===== src/rtl/stage_seq_ctrl_pkg.sv =====
// Shared definitions for the multi-pass stage sequencer: datapath word width and FSM states.
package definition;
    localparam int att_width = 16;

    typedef enum logic [1:0] {
        SEQ_IDLE = 2'd0,
        SEQ_RUN  = 2'd1,
        SEQ_GAP  = 2'd2,
        SEQ_OUT  = 2'd3
    } seq_state_t;
endpackage


===== src/rtl/stage_seq_ctrl_bias_table.sv =====
// Per-pass bias pair register file: one write port, one asynchronous read port, cleared on reset.
module stage_bias_table
    import definition::*;
#(
    parameter int N_PASS = 4,
    parameter int AW     = (N_PASS > 1) ? $clog2(N_PASS) : 1
) (
    input  logic                 clk,
    input  logic                 rstn,
    input  logic                 we_i,
    input  logic [AW-1:0]        waddr_i,
    input  logic [att_width-1:0] wbias1_i,
    input  logic [att_width-1:0] wbias2_i,
    input  logic [AW-1:0]        raddr_i,
    output logic [att_width-1:0] rbias1_o,
    output logic [att_width-1:0] rbias2_o
);
    logic [att_width-1:0] b1_q [N_PASS];
    logic [att_width-1:0] b2_q [N_PASS];

    // Table storage; out-of-range write addresses are ignored.
    always_ff @(posedge clk or negedge rstn) begin
        if (!rstn) begin
            for (int i = 0; i < N_PASS; i++) begin
                b1_q[i] <= '0;
                b2_q[i] <= '0;
            end
        end else if (we_i && (32'(waddr_i) < N_PASS)) begin
            b1_q[waddr_i] <= wbias1_i;
            b2_q[waddr_i] <= wbias2_i;
        end else begin
            b1_q <= b1_q;
            b2_q <= b2_q;
        end
    end

    assign rbias1_o = (32'(raddr_i) < N_PASS) ? b1_q[raddr_i] : '0;
    assign rbias2_o = (32'(raddr_i) < N_PASS) ? b2_q[raddr_i] : '0;
endmodule


===== src/rtl/stage_seq_ctrl.sv =====
// Multi-pass sequencer: feeds one token through a single stage instance N_PASS times,
// applying per-pass biases from a configurable table, with a per-pass end-flag timeout.
module stage_seq_ctrl
    import definition::*;
#(
    parameter int N_PASS  = 4,
    parameter int TIMEOUT = 255,
    parameter int PW      = (N_PASS > 1) ? $clog2(N_PASS) : 1
) (
    input  logic                 clk,
    input  logic                 rstn,
    input  logic                 in_valid,
    output logic                 in_ready,
    input  logic [att_width-1:0] in_data,
    output logic                 out_valid,
    input  logic                 out_ready,
    output logic [att_width-1:0] out_data,
    input  logic                 cfg_we,
    input  logic [PW-1:0]        cfg_addr,
    input  logic [att_width-1:0] cfg_bias1,
    input  logic [att_width-1:0] cfg_bias2,
    output logic                 stage_en,
    output logic [att_width-1:0] stage_in,
    output logic [att_width-1:0] stage_bias_1,
    output logic [att_width-1:0] stage_bias_2,
    input  logic                 stage_end,
    input  logic [att_width-1:0] stage_out,
    output logic [PW-1:0]        pass_idx,
    output logic                 busy,
    output logic                 err_timeout
);
    localparam int CW = $clog2(TIMEOUT + 1);
    localparam logic [PW-1:0] LAST_PASS = PW'(N_PASS - 1);
    localparam logic [CW-1:0] CNT_MAX   = CW'(TIMEOUT);

    seq_state_t           state_q, state_d;
    logic [att_width-1:0] work_q, work_d;
    logic [att_width-1:0] bias1_q, bias1_d, bias2_q, bias2_d;
    logic [PW-1:0]        pass_q, pass_d;
    logic [CW-1:0]        cnt_q, cnt_d, cnt_inc_s;
    logic                 err_q, err_d;
    logic                 in_ready_q, stage_en_q, out_valid_q, busy_q;
    logic [att_width-1:0] stage_in_q, sbias1_q, sbias2_q, out_data_q;
    logic [PW-1:0]        rd_addr_s;
    logic [att_width-1:0] tbl_b1_s, tbl_b2_s, snap_b1_s, snap_b2_s;

    stage_bias_table #(.N_PASS(N_PASS), .AW(PW)) u_table (
        .clk      (clk),
        .rstn     (rstn),
        .we_i     (cfg_we),
        .waddr_i  (cfg_addr),
        .wbias1_i (cfg_bias1),
        .wbias2_i (cfg_bias2),
        .raddr_i  (rd_addr_s),
        .rbias1_o (tbl_b1_s),
        .rbias2_o (tbl_b2_s)
    );

    // A write landing on the snapshot edge itself is forwarded so it is not missed.
    assign rd_addr_s = (state_q == SEQ_RUN) ? pass_q + PW'(1) : '0;
    assign snap_b1_s = (cfg_we && (cfg_addr == rd_addr_s)) ? cfg_bias1 : tbl_b1_s;
    assign snap_b2_s = (cfg_we && (cfg_addr == rd_addr_s)) ? cfg_bias2 : tbl_b2_s;
    assign cnt_inc_s = (cnt_q == CNT_MAX) ? cnt_q : cnt_q + CW'(1);

    // Next-state logic; stage_end has priority over the timeout.
    always_comb begin
        state_d = state_q;
        work_d  = work_q;
        pass_d  = pass_q;
        cnt_d   = cnt_q;
        err_d   = err_q;
        bias1_d = bias1_q;
        bias2_d = bias2_q;
        case (state_q)
            SEQ_IDLE: begin
                if (in_valid && in_ready_q) begin
                    work_d  = in_data;
                    pass_d  = '0;
                    cnt_d   = '0;
                    bias1_d = snap_b1_s;
                    bias2_d = snap_b2_s;
                    state_d = SEQ_RUN;
                end else begin
                    state_d = SEQ_IDLE;
                end
            end
            SEQ_RUN: begin
                cnt_d = cnt_inc_s;
                if (stage_end) begin
                    work_d = stage_out;
                    if (pass_q == LAST_PASS) begin
                        state_d = SEQ_OUT;
                    end else begin
                        pass_d  = pass_q + PW'(1);
                        bias1_d = snap_b1_s;
                        bias2_d = snap_b2_s;
                        state_d = SEQ_GAP;
                    end
                end else if (cnt_inc_s == CNT_MAX) begin
                    err_d   = 1'b1;
                    state_d = SEQ_OUT;
                end else begin
                    state_d = SEQ_RUN;
                end
            end
            SEQ_GAP: begin
                cnt_d   = '0;
                state_d = SEQ_RUN;
            end
            SEQ_OUT: begin
                if (out_ready) begin
                    state_d = SEQ_IDLE;
                end else begin
                    state_d = SEQ_OUT;
                end
            end
            default: state_d = SEQ_IDLE;
        endcase
    end

    // State, datapath registers and outputs registered from the next state.
    always_ff @(posedge clk or negedge rstn) begin
        if (!rstn) begin
            state_q     <= SEQ_IDLE;
            work_q      <= '0;
            pass_q      <= '0;
            cnt_q       <= '0;
            err_q       <= 1'b0;
            bias1_q     <= '0;
            bias2_q     <= '0;
            in_ready_q  <= 1'b0;
            stage_en_q  <= 1'b0;
            stage_in_q  <= '0;
            sbias1_q    <= '0;
            sbias2_q    <= '0;
            out_valid_q <= 1'b0;
            out_data_q  <= '0;
            busy_q      <= 1'b0;
        end else begin
            state_q     <= state_d;
            work_q      <= work_d;
            pass_q      <= pass_d;
            cnt_q       <= cnt_d;
            err_q       <= err_d;
            bias1_q     <= bias1_d;
            bias2_q     <= bias2_d;
            in_ready_q  <= (state_d == SEQ_IDLE);
            stage_en_q  <= (state_d == SEQ_RUN);
            stage_in_q  <= (state_d == SEQ_RUN) ? work_d  : '0;
            sbias1_q    <= (state_d == SEQ_RUN) ? bias1_d : '0;
            sbias2_q    <= (state_d == SEQ_RUN) ? bias2_d : '0;
            out_valid_q <= (state_d == SEQ_OUT);
            out_data_q  <= (state_d == SEQ_OUT) ? work_d  : '0;
            busy_q      <= (state_d != SEQ_IDLE);
        end
    end

    assign in_ready     = in_ready_q;
    assign stage_en     = stage_en_q;
    assign stage_in     = stage_in_q;
    assign stage_bias_1 = sbias1_q;
    assign stage_bias_2 = sbias2_q;
    assign out_valid    = out_valid_q;
    assign out_data     = out_data_q;
    assign pass_idx     = pass_q;
    assign busy         = busy_q;
    assign err_timeout  = err_q;
endmodule


===== config.mk =====
export PLATFORM = sky130hd
export DESIGN_NAME = stage_seq_ctrl
export DESIGN_NICKNAME = d
export VERILOG_FILES = /design/src/rtl/stage_seq_ctrl_pkg.sv /design/src/rtl/stage_seq_ctrl_bias_table.sv /design/src/rtl/stage_seq_ctrl.sv
export SDC_FILE = /design/constraint.sdc
export NUM_CORES = 1
export LEC_CHECK = 0
export CORE_MARGIN = 2
export CORE_UTILIZATION = 55
export DETAILED_ROUTE_END_ITERATION = 8
export PLACE_DENSITY = 0.79
export SYNTH_ARGS = -nofsm -noshare
export SYNTH_HDL_FRONTEND = slang
export SYNTH_SLANG_ARGS = --single-unit

===== constraint.sdc =====
create_clock -name clk -period 3.1 [get_ports clk]
set_input_delay 0.465 -clock clk [delete_from_list [all_inputs] [get_ports clk]]
set_output_delay 0.465 -clock clk [all_outputs]
set_load 0.01 [all_outputs]

# Yosys cells after proc, flatten, opt, wreduce, memory -nomap -nowiden

Index checks and enable logic that the tools add are counted.

Add/subtract/negate cells: 2
Magnitude comparators: 3
Eq/ne operators: 12
Mux-type cells: 41
Bitwise gates (word level): 3
Reductions and logical operators: 11

Operators by type and width:

| operator              | count |
|---|---|
| $mux W16              | 19 |
| $bwmux W64            | 2 |
| $pmux W16 S2          | 3 |
| $bmux W16 S2          | 2 |
| $demux W16 S2         | 1 |
| $pmux W8 S3           | 1 |
| $eq A8 B8 Y1 const B  | 2 |
| $mux W8               | 2 |
| $mux W2               | 7 |
| $add A8 B1 Y8 const B | 1 |
| $eq A2 B2 Y1 const B  | 4 |
| $pmux W2 S4           | 1 |
| $ge A3 B3 Y1 const B  | 2 |
| $ne A2 B2 Y1 const B  | 3 |
| $not A2 Y3            | 2 |
| $eq A2 B1 Y1 const B  | 2 |
| $logic_not A2 Y1      | 2 |
| $pmux W2 S2           | 1 |
| $reduce_and A4 Y1     | 1 |
| $reduce_bool A2 Y1    | 2 |
| $logic_and A1 B1 Y1   | 3 |
| $lt A3 B1 Y1 const B  | 1 |
| $reduce_and A3 Y1     | 1 |
| $reduce_bool A3 Y1    | 1 |
| other kinds (5)       | 6 |

Flip-flop bits (word level): 257
Input port bits: 72
Output and inout bits: 71
Logic and storage cells: 95

# Depth between registers and ports, before layout

Word-level depth: 11
Depth in mapped cells: 9
Gate-level depth less buffers: 6

# Hierarchy

From an unflattened synthesis, not the netlist that was laid out.

Cells, all modules: 789
Area, all modules: 11229.5 sq um

By module, submodules not included:

| module           | times used | cells each | area each (sq um) | seq. area each (sq um) |
|---|---|---|---|---|
| stage_seq_ctrl   | 1          | 478        | 5728.0            | 3228.1 |
| stage_bias_table | 1          | 311        | 5501.5            | 3203.1 |

# Least setup slack after synthesis

OpenSTA, ideal clock, no wires.

Kind: reg2reg
Start point: register cnt_q[0]
End point: register sbias2_q[10], in the netlist stage_bias_2[10]
Setup time: 0.140 ns
Arrival: 2.145 ns
Data required time: 2.960 ns
Slack: 0.816 ns
Cell stages (with the launch flop): 10
Path buffers: 3
Clock period less this slack: 2.284 ns
Cell sequence: dfrtp_1 > ha_1 > and4_4 > buf_6 > a211o_1 > and3_1 > o41ai_4 > buf_6 > buf_6 > a211oi_1

Cells in the longest elaborated chain, start to end: 8
Elaborated cells on any way between the ends: 9
Classes of those cells: 1 x add/sub; 3 x eq/ne; 5 x mux

Ends and longest elaborated chain:

| element                                              | RTL line              | RTL |
|---|---|---|
| start: declaration                                   | stage_seq_ctrl.sv:40  | `logic [CW-1:0] cnt_q, cnt_d, cnt_inc_s;` |
| start signal: assignment                             | stage_seq_ctrl.sv:143 | `cnt_q <= cnt_d;` |
| $add A8 B1 Y8 / $eq A8 B8 Y1 (equally long branches) | stage_seq_ctrl.sv:63  | `assign cnt_inc_s = (cnt_q == CNT_MAX) ? cnt_q : cnt_q + CW'(1);` |
| $mux W8 (*)                                          | stage_seq_ctrl.sv:63  |  |
| $eq A8 B8 Y1 (*)                                     | stage_seq_ctrl.sv:99  | `end else if (cnt_inc_s == CNT_MAX) begin` |
| $mux W2 (*)                                          | stage_seq_ctrl.sv:99  |  |
| $mux W2 (*)                                          | stage_seq_ctrl.sv:89  | `if (stage_end) begin` |
| $pmux W2 S4 (*)                                      | stage_seq_ctrl.sv:74  | `case (state_q)` |
| $eq A2 B1 Y1 (*)                                     | stage_seq_ctrl.sv:151 | `sbias2_q <= (state_d == SEQ_RUN) ? bias2_d : '0;` |
| $mux W16 (*)                                         | stage_seq_ctrl.sv:151 |  |
| end signal: assignment                               | stage_seq_ctrl.sv:151 |  |
| end: declaration                                     | stage_seq_ctrl.sv:43  | `logic [att_width-1:0] stage_in_q, sbias1_q, sbias2_q, out_data_q;` |

Mark *: on every way between the ends. The rest lies on a longest branch, timed or not.
A chain may end at the register's enable or synchronous reset.

# Worst setup path after layout

Start point: register pass_q[0], in the netlist pass_idx[0]
End point: output pass_idx[0]

RTL lines:

| element                  | RTL line              | RTL |
|---|---|---|
| start: declaration       | stage_seq_ctrl.sv:39  | `logic [PW-1:0] pass_q, pass_d;` |
| start signal: assignment | stage_seq_ctrl.sv:142 | `pass_q <= pass_d;` |
| end: declaration         | stage_seq_ctrl.sv:28  | `output logic [PW-1:0] pass_idx,` |

No word-level cell between the ends.

==> results.json <==
{
  "worst_pin_slew_ns": 0.691,
  "p_sw_uw": 4500,
  "async_flop_share": 1.00,
  "ys_seq_area_frac": 0.574,
  "required_ns": 2.63,
  "netlist_instances": 962,
  "slew_violations": 0,
  "grt_overflow_total": 0,
  "grt_pass1_vias": 8586,
  "die_h_um": 147,
  "ios": 143,
  "dp_hpwl_mm": 17.4,
  "ir_worst_vdd_v": 0.000567,
  "syn_to_final_growth_pct": 24.3,
  "worst_slew_margin_rel": 0.539,
  "die_w_um": 147,
  "grt_setup_unrepaired": "no",
  "seq_power_share": 0.363,
  "maxCapViolCount": 0,
  "swShare": 0.346,
  "yosysWarnings": 0,
  "min_path_type": "input port to asynchronous set/reset pin",
  "synth.avg_cell_area_um2": 11.7,
  "slowest_delay_ns": 0.66,
  "combPwrFrac": 0.384,
  "synth_fp_nets": 1036,
  "p_per_area_nw_per_um2": 932,
  "via_per_inst": 6.04,
  "max_clock_freq_mhz": 367,
  "criticalPathCategory": "flop to primary output",
  "insertion_delay_ns": 0.52,
  "grt_antenna_before_repair": 0,
  "layout.nets": 1166,
  "ys_ff_latch": 257,
  "gp_congestion": 0.864,
  "synth_edf_count": 0,
  "fin_crit_ns": 2.72,
  "synth_xor_area_frac": 0.00156,
  "drive_above_1_share": 0.201,
  "cts.reportedPaths.clkPinSlew_ns": 0.06,
  "start_kind": "flop",
  "cts_tree": "built",
  "path_cells": "buf_4, buf_4, clkdlybuf4s50_1",
  "hold_violations": 0,
  "power_uw": 13000,
  "rows": 52,
  "arrival_ns": 2.26,
  "clock_sinks": 257,
  "yosysTopAreaCellShare": 0.574,
  "fin_crit_sh": 0.879,
  "design_area_um2": 13900,
  "cp-end-kind": "primary output",
  "power.internal_uw": 8490,
  "synthMuxAreaShare": 0.129,
  "synth_fa_ha_area_frac": 0.00223,
  "drt-total-wl_mm": 28.0,
  "yosys.area.top_type": "dfrtp_1",
  "portBuffers": 142,
  "slowest_stage": "clkdlybuf4s50_1",
  "path_common_cell": "buf_4",
  "drtIter0Drc": 622,
  "outcome": "completed",
  "syn_area_um2": 11200,
  "core_region_area_um2": 20100,
  "fp.dieArea_um2": 21500,
  "drc": 0,
  "htreeDepth": 1,
  "ys_top_cells_by_area": "dfrtp_1 57%, mux2_2 13%, nand2_1 5.7%, o22ai_1 2.9%, a211o_1 2.5%",
  "critPathMaxFanout": 28,
  "post-cts-setup-buffers": 0,
  "leakagePower_uw": 0.00622,
  "num_vias": 8360,
  "ant_nets": 0,
  "dpl-instance-area_um2": 13000,
  "grt_max_degree": 68,
  "critPathTopFamily": "buffers and inverters",
  "post-route-util": 0.693,
  "synth_top_family_by_area": "compound AO/OA/AOI/OAI gates",
  "root_buffer": "clkbuf_16",
  "dr.pass1.iters": 5,
  "skew_ns": 0.00992,
  "yosysUniqueCellTypes": 59,
  "finalSetupViolCount": 0,
  "synth_compound_area_frac": 0.151,
  "grt_pass1_wl_mm": 45.7,
  "initial_utilization": 0.558,
  "p_clk_frac": 0.253,
  "cts.path.max_buffers": 3,
  "cts_buffers": 26,
  "grtUsageTotal": 0.264,
  "fin_tns_setup_ns": 0,
  "cp_num_buf_inv": 3,
  "post_drt_wl_per_cell_um": 20.2,
  "synth_top_flop_cell": "dfrtp_1",
  "synth-simple-area-share": 0.109
}
[routing by layer]
layer	global-route usage	wire length (µm)
met3	0.0385	1650
met2	0.432	13500
met1	0.372	12100
met5	0	0
met4	0.0816	679
[through the flow]
stage,hold slack [ns],instances,worst slack (ns)
finish,0.469,1383,0.376
global route,0.482,1382,0.210
CTS,0.470,1382,0.409
detailed placement,0.443,1333,0.449
global placement,0.436,1333,0.554
floorplan,0.169,962,0.816
[cells in the final DEF (no fill, tap or decap), types with 10 or more instances in the layout]
master,instances
clkbuf_16,27
or3_1,12
a211o_1,32
and3_1,18
inv_1,10
a22o_1,16
nand2_1,170
nor3b_1,16
o21ai_0,14
a211oi_1,30
dfrtp_1,256
a2bb2oi_1,30
o22ai_1,52
nand3_1,10
a21o_1,17
clkdlybuf4s50_1,141
nor2_1,10
buf_4,30
mux2_2,128
[kinds of logic (layout without fill, tap and decap cells)]
kind of cell / count (synthesis) / in the layout
mux: 128 / 128
buf+inv: 87 / 237
fa+ha+maj: 2 / 2
flops: 257 / 257
compound gates: 224 / 224
simple gates: 262 / 262
xor+xnor: 2 / 2
other cells: 0 / 1
[flip-flops by register name (all words and copies together) (netlist names)]
signal        flops
stage_en          1
u_table.b2_q     64
stage_in         16
stage_bias_1     16
busy              1
bias1_q          16
u_table.b1_q     64
bias2_q          16
work_q           16
err_timeout       1
out_data         16
cnt_q             8
out_valid         1
stage_bias_2     16
in_ready          1
pass_idx          2
state_q           2
[Yosys cell counts (all sizes together) (2+ instances only)]
cell	count
nand4	2
o41ai	2
a2bb2oi	30
or4	2
a22o	16
clkbuf	53
o211ai	4
o21ai	15
and2	5
a211o	32
inv	10
nand3b	4
or3	12
and3	18
nor2b	2
mux2	128
buf	24
a31oi	3
nor2	11
nand2	170
o22ai	52
dfrtp	257
a221oi	2
and4	2
nand3	10
nor3	2
nor3b	16
ha	2
a21o	17
a211oi	31
a21oi	10
[power by group through the flow]
stage | registers [µW] | logic [µW] | clock network, µW
after floorplan | 4730 | 3080 | 0
after CTS | 4710 | 4960 | 3340
after detailed placement | 4740 | 4930 | 0
after global routing | 4800 | 5390 | 3470
final | 4720 | 4990 | 3290
after global placement | 4710 | 4800 | 0
[final cells by class]
cell class,instances,area [µm²]
antenna,1,2.50
clock inverter,14,168
clock buffer,34,752
multi-input combinational,618,4430
tap,270,338
sequential,257,6430
inverter,10,37.5
fill,1402,6170
timing repair buffer,179,1780
[worst paths after layout]
kind	start	to	slack (ns)	depth (start not counted)
setup / recovery	pass_idx[0]	pass_idx[0]	0.38	3
hold / removal	rstn	cnt_q[0]	0.47	2
setup reg to reg	pass_idx[0]	stage_bias_2[5]	0.42	8
hold reg to reg	err_timeout	err_timeout	0.47	2
max in group asynchronous	rstn	bias1_q[10]	1.78	3
min in group clk	err_timeout	err_timeout	0.47	2
[timing repair]
action | in CTS | in global routing
hold buffers | 1 | 0
endpoints found under the hold margin | 57 | 0
resized for setup | 0 | 0
endpoints found under the setup margin | 0 | 0
(Power assumes the default switching activity.)
